File: config.mk
export PLATFORM = sky130hd
export DESIGN_NAME = fetch_stage
export DESIGN_NICKNAME = d
export VERILOG_FILES = /design/src/rtl/fetch_stage.sv
export SDC_FILE = /design/constraint.sdc
export NUM_CORES = 1
export LEC_CHECK = 0
export ABC_AREA = 1
export CAP_MARGIN = 20
export CORE_MARGIN = 2
export CORE_UTILIZATION = 40
export CTS_CLUSTER_SIZE = 30
export DETAILED_ROUTE_END_ITERATION = 10
export PLACE_DENSITY_LB_ADDON = 0.12
export SETUP_SLACK_MARGIN = 0.3
export SKIP_LAST_GASP = 1
export SYNTH_ARGS = -nofsm -noshare
export SYNTH_HDL_FRONTEND = slang
export SYNTH_SLANG_ARGS = --single-unit
File: constraint.sdc
create_clock -name clk -period 2.5 [get_ports clk]
set_input_delay 0.375 -clock clk [delete_from_list [all_inputs] [get_ports clk]]
set_output_delay 0.375 -clock clk [all_outputs]
set_load 0.02 [all_outputs]
File: src/rtl/fetch_stage.sv
// Instruction fetch stage for a simple multi-cycle RISC-V core.
// Alternates between requesting an instruction from memory and holding it
// for the decoder, then picks the next fetch address from the branch/jump
// outcome once the downstream stage consumes the held instruction.
module fetch_stage #(
    parameter logic [31:0] RESET_PC  = 32'h0000_0000,
    parameter logic [31:0] NOP_INSTR = 32'h0000_0013
) (
    input  logic        clk,
    input  logic        rstN,
    output logic        imemReq,
    output logic [31:0] imemAddr,
    input  logic        imemAck,
    input  logic [31:0] imemData,
    input  logic        stall,
    input  logic        branch,
    input  logic        jump,
    input  logic        zero,
    input  logic [31:0] pcTarget,
    output logic [31:0] instr,
    output logic [6:0]  op,
    output logic [31:0] pc,
    output logic [31:0] pcPlus4,
    output logic        instrValid,
    output logic        misalign
);

    typedef enum logic {
        REQ,
        HOLD
    } stateT;

    stateT       state;
    stateT       stateNext;
    logic [31:0] pcF;
    logic [31:0] instrReg;
    logic [31:0] pcReg;
    logic [31:0] pcPlus4Reg;
    logic        misalignReg;
    logic        capture;
    logic        advance;
    logic        pcSrc;
    logic [31:0] nextPc;

    // Redirect decision; a misaligned target has its low two bits dropped.
    assign pcSrc  = (branch & zero) | jump;
    assign nextPc = pcSrc ? {pcTarget[31:2], 2'b00} : pcPlus4Reg;

    // State register; reset always restarts in the fetching state.
    always_ff @(posedge clk) begin
        if (!rstN) begin
            state <= REQ;
        end else begin
            state <= stateNext;
        end
    end

    // Next-state and handshake outputs for the fetch/hold sequence.
    always_comb begin
        stateNext  = state;
        imemReq    = 1'b0;
        instrValid = 1'b0;
        capture    = 1'b0;
        advance    = 1'b0;
        case (state)
            REQ: begin
                imemReq = 1'b1;
                if (imemAck) begin
                    capture   = 1'b1;
                    stateNext = HOLD;
                end
            end
            HOLD: begin
                instrValid = 1'b1;
                if (!stall) begin
                    advance   = 1'b1;
                    stateNext = REQ;
                end
            end
        endcase
    end

    // Captures returned instructions and steps the fetch PC on each advance.
    always_ff @(posedge clk) begin
        if (!rstN) begin
            pcF         <= RESET_PC;
            instrReg    <= NOP_INSTR;
            pcReg       <= RESET_PC;
            pcPlus4Reg  <= RESET_PC + 32'd4;
            misalignReg <= 1'b0;
        end else begin
            misalignReg <= 1'b0;
            if (capture) begin
                instrReg   <= imemData;
                pcReg      <= pcF;
                pcPlus4Reg <= pcF + 32'd4;
            end
            if (advance) begin
                pcF         <= nextPc;
                misalignReg <= pcSrc && (pcTarget[1:0] != 2'b00);
            end
        end
    end

    assign imemAddr = pcF;
    assign instr    = instrValid ? instrReg : NOP_INSTR;
    assign op       = instr[6:0];
    assign pc       = pcReg;
    assign pcPlus4  = pcPlus4Reg;
    assign misalign = misalignReg;

endmodule

==> impl_metrics.json <==
{
  "start_util_pct": 41.3,
  "synth_edf_count": 0,
  "peakVddDrop_v": 0.000394,
  "clock-skew-final_ps": 7.42,
  "antenna_cells": 0,
  "crit_path_start_kind": "flip-flop",
  "totalWireLength_um": 18200,
  "gr-total-overflow": 0,
  "hold_viol": 0,
  "synthArstFlopShare_pct": 0,
  "grt_use_total_pct": 23.9,
  "netlist_instances": 846,
  "io_buffers": 208,
  "synth-seq-cells": 128,
  "ctsHtreeMaxLevel": 4,
  "die_height_um": 124,
  "viasPerCell": 4.94,
  "grt_max_degree": 61,
  "grt_pass1_vias": 5480,
  "clk_latency_ps": 420,
  "syn_area_per_cell_sq_um": 6.80,
  "postCtsSetupBuffers": 0,
  "root_buffer": "clkbuf_16",
  "critPathBufInv": 2,
  "synthTopCellsByCount": "nor2_1 (180), nand2_1 (174), dfxtp_1 (128)",
  "synth_most_common_cell": "nor2_1",
  "yosysSeqAreaShare_pct": 44.6,
  "syn-num-nets": 918,
  "antenna_found_initial": 0,
  "worstMarginPinSlew_ps": 493,
  "areaGrowthSynthToFinish_pct": 47.2,
  "yosysWarnings": 0,
  "yosysTopAreaCellShare_pct": 44.6,
  "cts_tree": "yes",
  "place_inst": 1190,
  "cts_buffers": 17,
  "power.leakage_nw": 3.77,
  "clk_pin_slew_ps": 50,
  "maxSlewViolCount": 0,
  "cp_slowest_cell": "clkdlybuf4s50_1",
  "hold_path_class": "in2reg",
  "synth_cell_types": 29,
  "cp.required_ps": 2120,
  "fp-row-count": 43,
  "final_nets": 1101,
  "layoutNonFillerInstCount": 1221,
  "crit_path_cell_trace": "inv_2, or2_2, clkdlybuf4s50_1",
  "criticalPathCategory": "reg2out",
  "dpl_worst_slack_ps": 508,
  "layout_setup_ws_ps": 371,
  "dpl.hpwl_um": 12500,
  "crit_family": "buffers and inverters",
  "fmax_ghz": 0.470,
  "synthFlopType": "dfxtp_1",
  "finalSetupTns_ps": 0,
  "yosys.area.top_type": "dfxtp_1",
  "end_kind": "primary output",
  "drt_iter0_drc": 370,
  "r2r_slack_ps": 670,
  "vias": 6030,
  "routedWlPerCell_um": 14.9,
  "grt_pass1_wl_um": 28500,
  "period_share_pct": 85.2,
  "timing.slew.headroom_pct": 67.0,
  "cellPowerDensity_nw_per_um2": 624,
  "rsz0062_at_grt": "false",
  "design.die.area_sq_um": 15300,
  "holdWs_ps": 337,
  "arrival_ps": 1750,
  "cts.sinks": 128,
  "drive_gt1_share_pct": 5.86,
  "ant_nets": 0,
  "drc_errors": 0,
  "die_w_um": 124,
  "cp_max_fo": 8,
  "cpPeakStageDelay_ps": 540,
  "gp_congestion": 0.874,
  "setup-violations-final": 0,
  "core_area_sq_um": 13900,
  "clockBufferDepth": 2,
  "outcome": "completed",
  "period_needed_ps": 2130,
  "dr.pass1.iters": 6,
  "pin_count": 209,
  "yosys-top-cells-area": "dfxtp_1 (45%), nor2_1 (12%), nand2_1 (11%)",
  "syn-cell-area_sq_um": 5750,
  "max_cap_violations": 0
}
-- cell families after synthesis --
family                   share of synthesized area (%)
AO/OA/AOI/OAI                                     12.3
AND/OR/NAND/NOR                                   32.4
XOR/XNOR                                         0.457
buffers and inverters                             10.1
flip-flops                                        44.6
adder cells (fa/ha/maj)                          0.218
-- routing by layer --
layer / routed length (um) / vias up / global-route usage, % / share of wire [%]
met4: 377 / 0 / 9.20 / 2.1
met2: 8210 / 210 / 37.5 / 45
li1: - / 3058 / - / -
met5: 0 / - / 0 / 0
met3: 1250 / 26 / 4.95 / 6.9
met1: 8330 / 2736 / 32.2 / 46
-- layout by cell type (no fill, tap or decap), types with 3 or more instances in the layout --
cell type / n
nor3_1: 4
clkdlybuf4s50_1: 193
nand2_1: 174
or2_2: 3
buf_4: 9
inv_1: 72
o21ai_1: 22
clkbuf_1: 4
o21ai_0: 45
nor2_2: 6
nor2_4: 3
clkbuf_8: 3
clkbuf_16: 17
a21oi_1: 22
a211oi_1: 13
clkinv_2: 7
dlymetal6s2s_1: 12
nand3_1: 81
o211ai_1: 3
o22ai_1: 16
dfxtp_1: 127
inv_2: 5
nor2_1: 180
-- state kept, by name, summed over array words and instances, names as in the netlist --
register  flops
state         1
instrReg     32
misalign      1
imemAddr     32
pcPlus4      30
pc           32
-- layout make-up --
type,count,area (sq um)
Multi-Input combinational cell,584,2610
Clock inverter,7,60.1
Fill cell,1282,5470
Clock buffer,24,482
Timing Repair Buffer,220,2230
Tap cell,180,225
Sequential cell,128,2570
Inverter,78,294
-- worst min-delay path, stage by stage --
cell and delay (ps):
buf_2 200, nand2_1 100, inv_1 30
-- stage by stage --
step | power (W) | cell area [sq um] | utilization, %
detailed placement | 0.00303 | 7880 | 56.6
floorplan | 0.00265 | 5750 | -
global route | 0.00548 | 8460 | 60.7
CTS | 0.00532 | 8430 | 60.5
global placement | 0.00302 | 7880 | 56.6
finish | 0.00528 | 8460 | 60.7
-- what timing repair did --
action,in CTS,in global routing
hold buffers,0,0
setup endpoints to repair,35,13
resized for setup,6,12
-- where the power goes --
part | leakage [nW] | internal (W) | switching, W
Sequential | 1.05 | 0.00215 | 0.0000802
Combinational | 2.45 | 0.000343 | 0.000416
Clock | 0.273 | 0.00143 | 0.000866
-- final timing paths --
| check | startpoint | endpoint | cells after the start |
|---|---|---|---|
| worst max-delay path | state$_SDFF_PN0_ | instr[0] | 3 |
| worst min-delay path | rstN | pcPlus4[6]$_SDFFE_PN0P_ | 3 |
| worst max register to register | imemAddr[2]$_SDFFE_PN0N_ | pcPlus4[26]$_SDFFE_PN0P_ | 8 |
| worst min register to register | instrReg[0]$_SDFFE_PN1P_ | instrReg[0]$_SDFFE_PN1P_ | 2 |
Power figures use the tool's default switching activity.
